File: config.mk
export PLATFORM = sky130hd
export DESIGN_NAME = gauss_octave_sched_flat
export DESIGN_NICKNAME = d
export VERILOG_FILES = /design/src/rtl/gauss_octave_sched_if.sv /design/src/rtl/gauss_octave_sched.sv /design/src/flat_wrapper.sv
export SDC_FILE = /design/constraint.sdc
export NUM_CORES = 1
export LEC_CHECK = 0
export BUFFER_PORTS_ARGS = -buffer_cell sky130_fd_sc_hd__buf_4
export CAP_MARGIN = 15
export CORE_MARGIN = 1.5
export CORE_UTILIZATION = 57
export CTS_CLUSTER_DIAMETER = 100
export CTS_CLUSTER_SIZE = 12
export DETAILED_ROUTE_END_ITERATION = 7
export PLACE_DENSITY = 0.85
export SKIP_LAST_GASP = 1
export SYNTH_ARGS = -nofsm -noshare
export SYNTH_HDL_FRONTEND = slang
export SYNTH_SLANG_ARGS = --single-unit
File: constraint.sdc
create_clock -name clk -period 9.55 [get_ports clk]
set_clock_uncertainty 0.2 [all_clocks]
set_input_delay 1.91 -clock clk [delete_from_list [all_inputs] [get_ports clk]]
set_output_delay 1.91 -clock clk [all_outputs]
set_load 0.01 [all_outputs]
File: src/rtl/gauss_octave_sched_if.sv
// Handshake bundle between the octave FIFOs, the shared Gaussian pipeline and the scheduler.
// The scheduler side uses the master modport; the FIFO/pipeline side uses slave.
interface gauss_octave_sched_if #(
    parameter int NREQ = 3
);
    logic [NREQ-1:0]   req_valid;
    logic [8*NREQ-1:0] req_din;
    logic [NREQ-1:0]   req_rd_en;
    logic [NREQ-1:0]   out_full;
    logic [NREQ-1:0]   out_wr_en;
    logic              g_clr;
    logic              g_valid;
    logic [7:0]        g_din;
    logic              busy;
    logic [1:0]        grant_id;
    logic              frame_done;
    logic [1:0]        frame_done_id;

    modport master (
        input  req_valid, req_din, out_full,
        output req_rd_en, out_wr_en, g_clr, g_valid, g_din,
               busy, grant_id, frame_done, frame_done_id
    );

    modport slave (
        output req_valid, req_din, out_full,
        input  req_rd_en, out_wr_en, g_clr, g_valid, g_din,
               busy, grant_id, frame_done, frame_done_id
    );
endinterface

File: src/rtl/gauss_octave_sched.sv
// Frame-level round-robin scheduler sharing one Gaussian blur pipeline among NREQ octave streams.
// Each frame: clear, stream N pixels, flush PRIME zeros, write only the N valid outputs.
module gauss_octave_sched #(
    parameter int NREQ  = 3,
    parameter int IMG_W = 640,
    parameter int IMG_H = 480,
    parameter int PRIME = 4
) (
    input  logic                 clk,
    input  logic                 rst,
    gauss_octave_sched_if.master bus
);
    localparam int unsigned NREQ_U  = NREQ;
    localparam int          SW      = $clog2(IMG_W * IMG_H + PRIME);
    localparam logic [1:0]  LAST_ID = 2'(NREQ - 1);
    localparam logic [SW-1:0] PRIME_S = SW'(PRIME);

    typedef enum logic [2:0] {IDLE, GRANT, STREAM, FLUSH, DONE} state_t;

    state_t            state;
    logic [1:0]        rr_ptr;
    logic [SW-1:0]     step;
    logic [SW-1:0]     nsize;
    logic              sel_found;
    logic [1:0]        sel_id;
    logic              fire;
    logic [NREQ-1:0]   grant_oh;
    logic [8*NREQ-1:0] din_sh;

    // Frame sizes are constants per octave; only the selection is dynamic.
    function automatic logic [SW-1:0] frame_size(input logic [1:0] k);
        case (k)
            2'd0:    return SW'(IMG_W * IMG_H);
            2'd1:    return SW'((IMG_W >> 1) * (IMG_H >> 1));
            2'd2:    return SW'((IMG_W >> 2) * (IMG_H >> 2));
            default: return SW'((IMG_W >> 3) * (IMG_H >> 3));
        endcase
    endfunction

    always_comb begin
        sel_found = 1'b0;
        sel_id    = '0;
        for (int unsigned i = 0; i < NREQ_U; i++) begin
            int unsigned idx;
            idx = (32'(rr_ptr) + i) % NREQ_U;
            if (!sel_found && |((bus.req_valid >> idx) & NREQ'(1))) begin
                sel_found = 1'b1;
                sel_id    = 2'(idx);
            end
        end
    end

    assign grant_oh = NREQ'(1) << bus.grant_id;
    assign din_sh   = bus.req_din >> {bus.grant_id, 3'b000};

    // Strobes are Mealy so an unstalled requester moves one pixel per cycle.
    always_comb begin
        fire          = 1'b0;
        bus.req_rd_en = '0;
        bus.out_wr_en = '0;
        bus.g_valid   = 1'b0;
        bus.g_din     = '0;
        case (state)
            STREAM: begin
                fire = |(bus.req_valid & grant_oh) && !(|(bus.out_full & grant_oh));
                if (fire) begin
                    bus.g_valid   = 1'b1;
                    bus.g_din     = din_sh[7:0];
                    bus.req_rd_en = grant_oh;
                    if (step >= PRIME_S) bus.out_wr_en = grant_oh;
                end
            end
            FLUSH: begin
                fire = !(|(bus.out_full & grant_oh));
                if (fire) begin
                    bus.g_valid = 1'b1;
                    if (step >= PRIME_S) bus.out_wr_en = grant_oh;
                end
            end
            default: ;
        endcase
    end

    always_ff @(posedge clk or posedge rst) begin
        if (rst) begin
            state             <= IDLE;
            rr_ptr            <= '0;
            step              <= '0;
            nsize             <= '0;
            bus.grant_id      <= '0;
            bus.busy          <= 1'b0;
            bus.frame_done    <= 1'b0;
            bus.frame_done_id <= '0;
            bus.g_clr         <= 1'b0;
        end else begin
            bus.g_clr      <= 1'b0;
            bus.frame_done <= 1'b0;
            case (state)
                IDLE: begin
                    if (sel_found) begin
                        bus.grant_id <= sel_id;
                        nsize        <= frame_size(sel_id);
                        step         <= '0;
                        bus.g_clr    <= 1'b1;
                        bus.busy     <= 1'b1;
                        state        <= GRANT;
                    end
                end
                GRANT: state <= STREAM;
                STREAM: begin
                    if (fire) begin
                        step <= step + 1'b1;
                        if (step == nsize - 1'b1) state <= FLUSH;
                    end
                end
                // step keeps counting through the flush so the write gate stays step>=PRIME.
                FLUSH: begin
                    if (fire) begin
                        step <= step + 1'b1;
                        if (step == nsize + PRIME_S - 1'b1) begin
                            state             <= DONE;
                            bus.frame_done    <= 1'b1;
                            bus.frame_done_id <= bus.grant_id;
                        end
                    end
                end
                DONE: begin
                    rr_ptr   <= (bus.grant_id == LAST_ID) ? 2'd0 : bus.grant_id + 2'd1;
                    bus.busy <= 1'b0;
                    state    <= IDLE;
                end
                default: state <= IDLE;
            endcase
        end
    end
endmodule
File: src/flat_wrapper.sv
// flat-port wrapper written by rule: the top's interface ports become plain ports
module gauss_octave_sched_flat 
#(
    parameter int NREQ  = 3,
    parameter int IMG_W = 640,
    parameter int IMG_H = 480,
    parameter int PRIME = 4
)
  (clk, rst, bus_req_valid, bus_req_din, bus_out_full, bus_req_rd_en, bus_out_wr_en, bus_g_clr, bus_g_valid, bus_g_din, bus_busy, bus_grant_id, bus_frame_done, bus_frame_done_id);
  gauss_octave_sched_if #(.NREQ(NREQ)) bus_i ();
  input  logic clk;
  input  logic rst;
  input wire logic [$bits(bus_i.req_valid)-1:0] bus_req_valid;
  input wire logic [$bits(bus_i.req_din)-1:0] bus_req_din;
  input wire logic [$bits(bus_i.out_full)-1:0] bus_out_full;
  output wire logic [$bits(bus_i.req_rd_en)-1:0] bus_req_rd_en;
  output wire logic [$bits(bus_i.out_wr_en)-1:0] bus_out_wr_en;
  output wire logic [$bits(bus_i.g_clr)-1:0] bus_g_clr;
  output wire logic [$bits(bus_i.g_valid)-1:0] bus_g_valid;
  output wire logic [$bits(bus_i.g_din)-1:0] bus_g_din;
  output wire logic [$bits(bus_i.busy)-1:0] bus_busy;
  output wire logic [$bits(bus_i.grant_id)-1:0] bus_grant_id;
  output wire logic [$bits(bus_i.frame_done)-1:0] bus_frame_done;
  output wire logic [$bits(bus_i.frame_done_id)-1:0] bus_frame_done_id;
  assign bus_i.req_valid = bus_req_valid;
  assign bus_i.req_din = bus_req_din;
  assign bus_i.out_full = bus_out_full;
  assign bus_req_rd_en = bus_i.req_rd_en;
  assign bus_out_wr_en = bus_i.out_wr_en;
  assign bus_g_clr = bus_i.g_clr;
  assign bus_g_valid = bus_i.g_valid;
  assign bus_g_din = bus_i.g_din;
  assign bus_busy = bus_i.busy;
  assign bus_grant_id = bus_i.grant_id;
  assign bus_frame_done = bus_i.frame_done;
  assign bus_frame_done_id = bus_i.frame_done_id;
  gauss_octave_sched #(.NREQ(NREQ), .IMG_W(IMG_W), .IMG_H(IMG_H), .PRIME(PRIME)) u_core (.clk(clk), .rst(rst), .bus(bus_i));
endmodule
==> flow_summary.rst <==
.. list-table::
   :header-rows: 1

   * - Metric
     - Value
   * - Result of the run
     - completed
   * - Instance count of the mapped netlist
     - about 360
   * - Clock sinks
     - 39
   * - Min Tclk post-route
     - about 5.6 ns
   * - DRC violation count after routing
     - 0
   * - Register area share after synthesis
     - 0.3143
   * - Core region area
     - between 5000 and 6000 sq um
   * - Yosys top cell area share
     - 0.3143
   * - Mux cell area share after synthesis
     - 0.06406
   * - Syn nets
     - around 400
   * - CTS tree
     - done
   * - Residual overflow from global routing
     - 0
   * - Final Core Density
     - 0.6926
   * - Peak Freq
     - roughly 180 MHz
   * - Final worst hold slack
     - around 0.31 ns
   * - Portion of total power attributed to sequential cells
     - 0.486
   * - Netlist cell types
     - 67
   * - Count of inserted antenna diode cells
     - 0
   * - Floorplan die area
     - ~6000 sq um
   * - Clk pin slew, worst setup/hold paths
     - 0.07 ns
   * - Logic gate share of total power
     - 0.224
   * - Area of the multi-input gates
     - 1927 sq um
   * - Endpoints failing hold
     - 0
   * - Net load switching power
     - about 0.00012 W
   * - Bufs on Longest Clock Path
     - 2
   * - Worst VDD drop
     - about 0.12 mV
   * - Count of pins on the block boundary
     - 54
   * - Die X-Extent
     - roughly 77 microns
   * - Synth top cells by count
     - 51 x sky130_fd_sc_hd__nor2_1, 39 x sky130_fd_sc_hd__dfrtp_1, 30 x sky130_fd_sc_hd__nand2_1, 22 x sky130_fd_sc_hd__inv_1, 22 x sky130_fd_sc_hd__xnor2_1
   * - Async SR Flop Fraction
     - 1.000
   * - Standard-cell row count
     - 26
   * - Compound-gate portion of the synthesized area
     - 0.1289
   * - Synth Area in Simple Gates
     - 0.2663
   * - Total count of max-transition violations in the final report
     - 0
   * - Setup total negative slack
     - 0 ns
   * - Layout cell share with drive strength beyond 1
     - 0.2015
   * - Mean instance size in the synthesized netlist
     - 8.650 sq um
   * - Area growth from synthesis to final layout
     - 15.35%
   * - Sequential cell area
     - about 980 sq um
   * - Final Cycle Share
     - 0.5889
   * - Number of flops mapped to enable cells by yosys
     - 0
   * - Cts hold-fix bufs
     - 0
   * - Unrepaired setup endpoints after global routing
     - no
   * - Post-CTS Setup Bufs
     - 0
   * - Synth area leader
     - sky130_fd_sc_hd__dfrtp_1
   * - Per-cell routed wire length
     - between 15 and 20 microns
   * - Synthesis Warnings
     - 0
   * - Number of antenna violations at the first check in global routing
     - 0
   * - Routed wire length
     - between 7000 and 8000 microns
   * - Clock power share
     - 0.290
   * - Clock root buffer master
     - sky130_fd_sc_hd__clkbuf_8
   * - Vias in the first global route
     - approximately 2.6k
   * - Clk Latency, worst-skew pair
     - 0.29 ns
   * - Main flop type after synthesis
     - sky130_fd_sc_hd__dfrtp_1
   * - Total via count in the routed design
     - approximately 2.7k
   * - Setup Viol. Count Final
     - 0
   * - Proportion of total power due to net switching
     - 0.3034
   * - CTS Buf Count
     - 5
   * - Category of the worst setup path capture point
     - output pin
   * - Number of levels in the clock H-tree
     - 2
   * - Critical setup path kind
     - primary input to output pin
   * - Iter 0 DRT Violations
     - approximately 170
   * - Adder and majority gate portion of the synthesized area
     - 0.07655
   * - Worst slew margin
     - 0.3406
   * - Global placement routability congestion
     - between 0.8 and 0.9
   * - Transition time of the tightest slew-check pin
     - between 0.9 and 1 ns
   * - Startpoint Class
     - primary input
   * - Port Buffers
     - between 50 and 60
   * - Worst Hold Class
     - register to register
   * - Overall routing resource usage
     - 0.2559
   * - CP max FO
     - 10
   * - # Max-Cap Violations
     - 0
   * - Initial Utilization
     - 0.6004
   * - Post-route antenna net violation count
     - 0
   * - Half-perimeter wire length after detailed placement
     - around 5500 microns
   * - Wire length of the first global-routing pass
     - around 12,000 microns
   * - Ratio of total power to cell area
     - between 100 and 150 nW/um^2
   * - Vias per cell
     - roughly 5.8
   * - Number of synthesized register bits
     - 39
   * - Post-CTS sizing
     - 0
   * - Crit path arrival time
     - around 3.5 ns
   * - Worst Path Required
     - ~7.4 ns
   * - Final net count
     - roughly 450
   * - Post-Syn Area
     - 3105 sq um
   * - Number of filler cells placed in the layout
     - roughly 420
   * - Maximum number of pins on one net before global-route repair
     - 40
   * - Internal power
     - about 0.00029 W
   * - Die height
     - just under 80 microns
   * - Leading cell types by total area after synthesis
     - sky130_fd_sc_hd__dfrtp_1 31%, sky130_fd_sc_hd__ha_1 7.7%, sky130_fd_sc_hd__xnor2_1 6.2%, sky130_fd_sc_hd__nor2_1 6.2%, sky130_fd_sc_hd__mux2i_1 4.5%
   * - Combinational family with the most area after synthesis
     - simple AND/OR/NAND/NOR gates
   * - Count leader, synth
     - sky130_fd_sc_hd__nor2_1
   * - Pre-Repair DR Iteration Count
     - 4
   * - Leak pwr
     - roughly 1.6 nW
   * - Xor and xnor area share after synthesis
     - 0.08461
-- sequential cells by signal, summed over array words and instances, names as in the netlist --
register / cells
u_core.step: 19
u_core.nsize: 8
u_core.state: 3
u_core.bus.frame_done_id: 2
u_core.bus.grant_id: 2
u_core.rr_ptr: 2
u_core.bus.busy: 1
u_core.bus.frame_done: 1
u_core.bus.g_clr: 1
-- metrics by stage --
stage          power [W]  area [sq um]  instances  setup slack (ns)
2_1_floorplan  0.0002619          3105        359             4.363
3_3_place_gp   0.0002902          3482        464             3.976
3_5_place_dp   0.0002938          3482        464             3.969
4_1_cts        0.0004161          3582        472             3.936
5_1_grt        0.0004366          3582        472             3.775
6_report       0.0004119          3582        472             3.926
-- final timing paths --
| check | start | slack (ns) | cells past startpoint | endpoint |
|---|---|---|---|---|
| min reg2reg | u_core.bus.frame_done_id[0]$_DFFE_PP0P_ | 0.31 | 2 | u_core.bus.frame_done_id[0]$_DFFE_PP0P_ |
| max | bus_req_valid[2] | 3.93 | 8 | bus_out_wr_en[0] |
| max in group asynchronous | rst | 7.26 | 3 | u_core.nsize[16]$_DFFE_PP0P_ |
| min | u_core.bus.frame_done_id[0]$_DFFE_PP0P_ | 0.31 | 2 | u_core.bus.frame_done_id[0]$_DFFE_PP0P_ |
| max reg2reg | u_core.rr_ptr[0]$_DFFE_PP0P_ | 5.51 | 12 | u_core.nsize[11]$_DFFE_PP0P_ |
| min in group asynchronous | rst | 1.54 | 3 | u_core.bus.g_clr$_DFF_PP0_ |
-- routing by layer --
layer,global-route usage,share of wire,up-vias
met5,0,0,-
met4,0.08704,0.014,0
met3,0.06071,0.048,13
met2,0.4221,0.51,77
met1,0.3278,0.43,1307
li1,-,-,1331
-- final cells by class --
type | instances | share of cell area
Sequential cell | 39 | 0.2724
Timing Repair Buffer | 54 | 0.1132
Inverter | 23 | 0.02410
Clock buffer | 8 | 0.02794
Multi-Input combinational cell | 278 | 0.5379
Tap cell | 70 | 0.02445
-- power by group through the flow --
stage	Sequential, W	Clock (W)	Combinational, W
2_1_floorplan	0.000194	0	0.0000679
4_1_cts	0.000200	0.000124	0.0000923
3_5_place_dp	0.000203	0	0.0000910
6_report	0.000200	0.000120	0.0000923
3_3_place_gp	0.000202	0	0.0000885
5_1_grt	0.000203	0.000131	0.000103
-- logic make-up after synthesis --
group	Yosys count
XOR/XNOR	30
multiplexers	19
flip-flops	39
AO/OA/AOI/OAI	56
adder cells (fa/ha/maj)	19
buffers and inverters	42
AND/OR/NAND/NOR	154
-- cells in the final DEF, fill, tap and decap left out, types with 2 or more instances in the layout --
master,n
sky130_fd_sc_hd__a21o_1,2
sky130_fd_sc_hd__a21oi_1,13
sky130_fd_sc_hd__a21oi_2,2
sky130_fd_sc_hd__a22oi_1,2
sky130_fd_sc_hd__a31oi_1,4
sky130_fd_sc_hd__and3_1,8
sky130_fd_sc_hd__and4_1,2
sky130_fd_sc_hd__buf_4,54
sky130_fd_sc_hd__clkbuf_8,7
sky130_fd_sc_hd__dfrtp_1,39
sky130_fd_sc_hd__ha_1,19
sky130_fd_sc_hd__inv_1,22
sky130_fd_sc_hd__mux2_1,2
sky130_fd_sc_hd__mux2_2,2
sky130_fd_sc_hd__mux2i_1,14
sky130_fd_sc_hd__nand2_1,30
sky130_fd_sc_hd__nand2b_1,2
sky130_fd_sc_hd__nand3_1,10
sky130_fd_sc_hd__nand3b_1,2
sky130_fd_sc_hd__nand4_1,7
sky130_fd_sc_hd__nor2_1,51
sky130_fd_sc_hd__nor2b_1,2
sky130_fd_sc_hd__nor3_1,13
sky130_fd_sc_hd__nor4_1,5
sky130_fd_sc_hd__o21ai_0,9
sky130_fd_sc_hd__o21ai_1,5
sky130_fd_sc_hd__o31ai_1,5
sky130_fd_sc_hd__or3_1,4
sky130_fd_sc_hd__xnor2_1,22
sky130_fd_sc_hd__xor2_1,8
-- critical path, stage by stage --
cell and delay, ns:
sky130_fd_sc_hd__buf_4 0.12, sky130_fd_sc_hd__mux2i_1 0.27, sky130_fd_sc_hd__o221ai_1 0.23, sky130_fd_sc_hd__nand2b_1 0.40, sky130_fd_sc_hd__inv_2 0.13, sky130_fd_sc_hd__o21ai_0 0.18
sky130_fd_sc_hd__nor3_1 0.08, sky130_fd_sc_hd__buf_4 0.18
No activity file was read; power rests on OpenSTA's default activity.
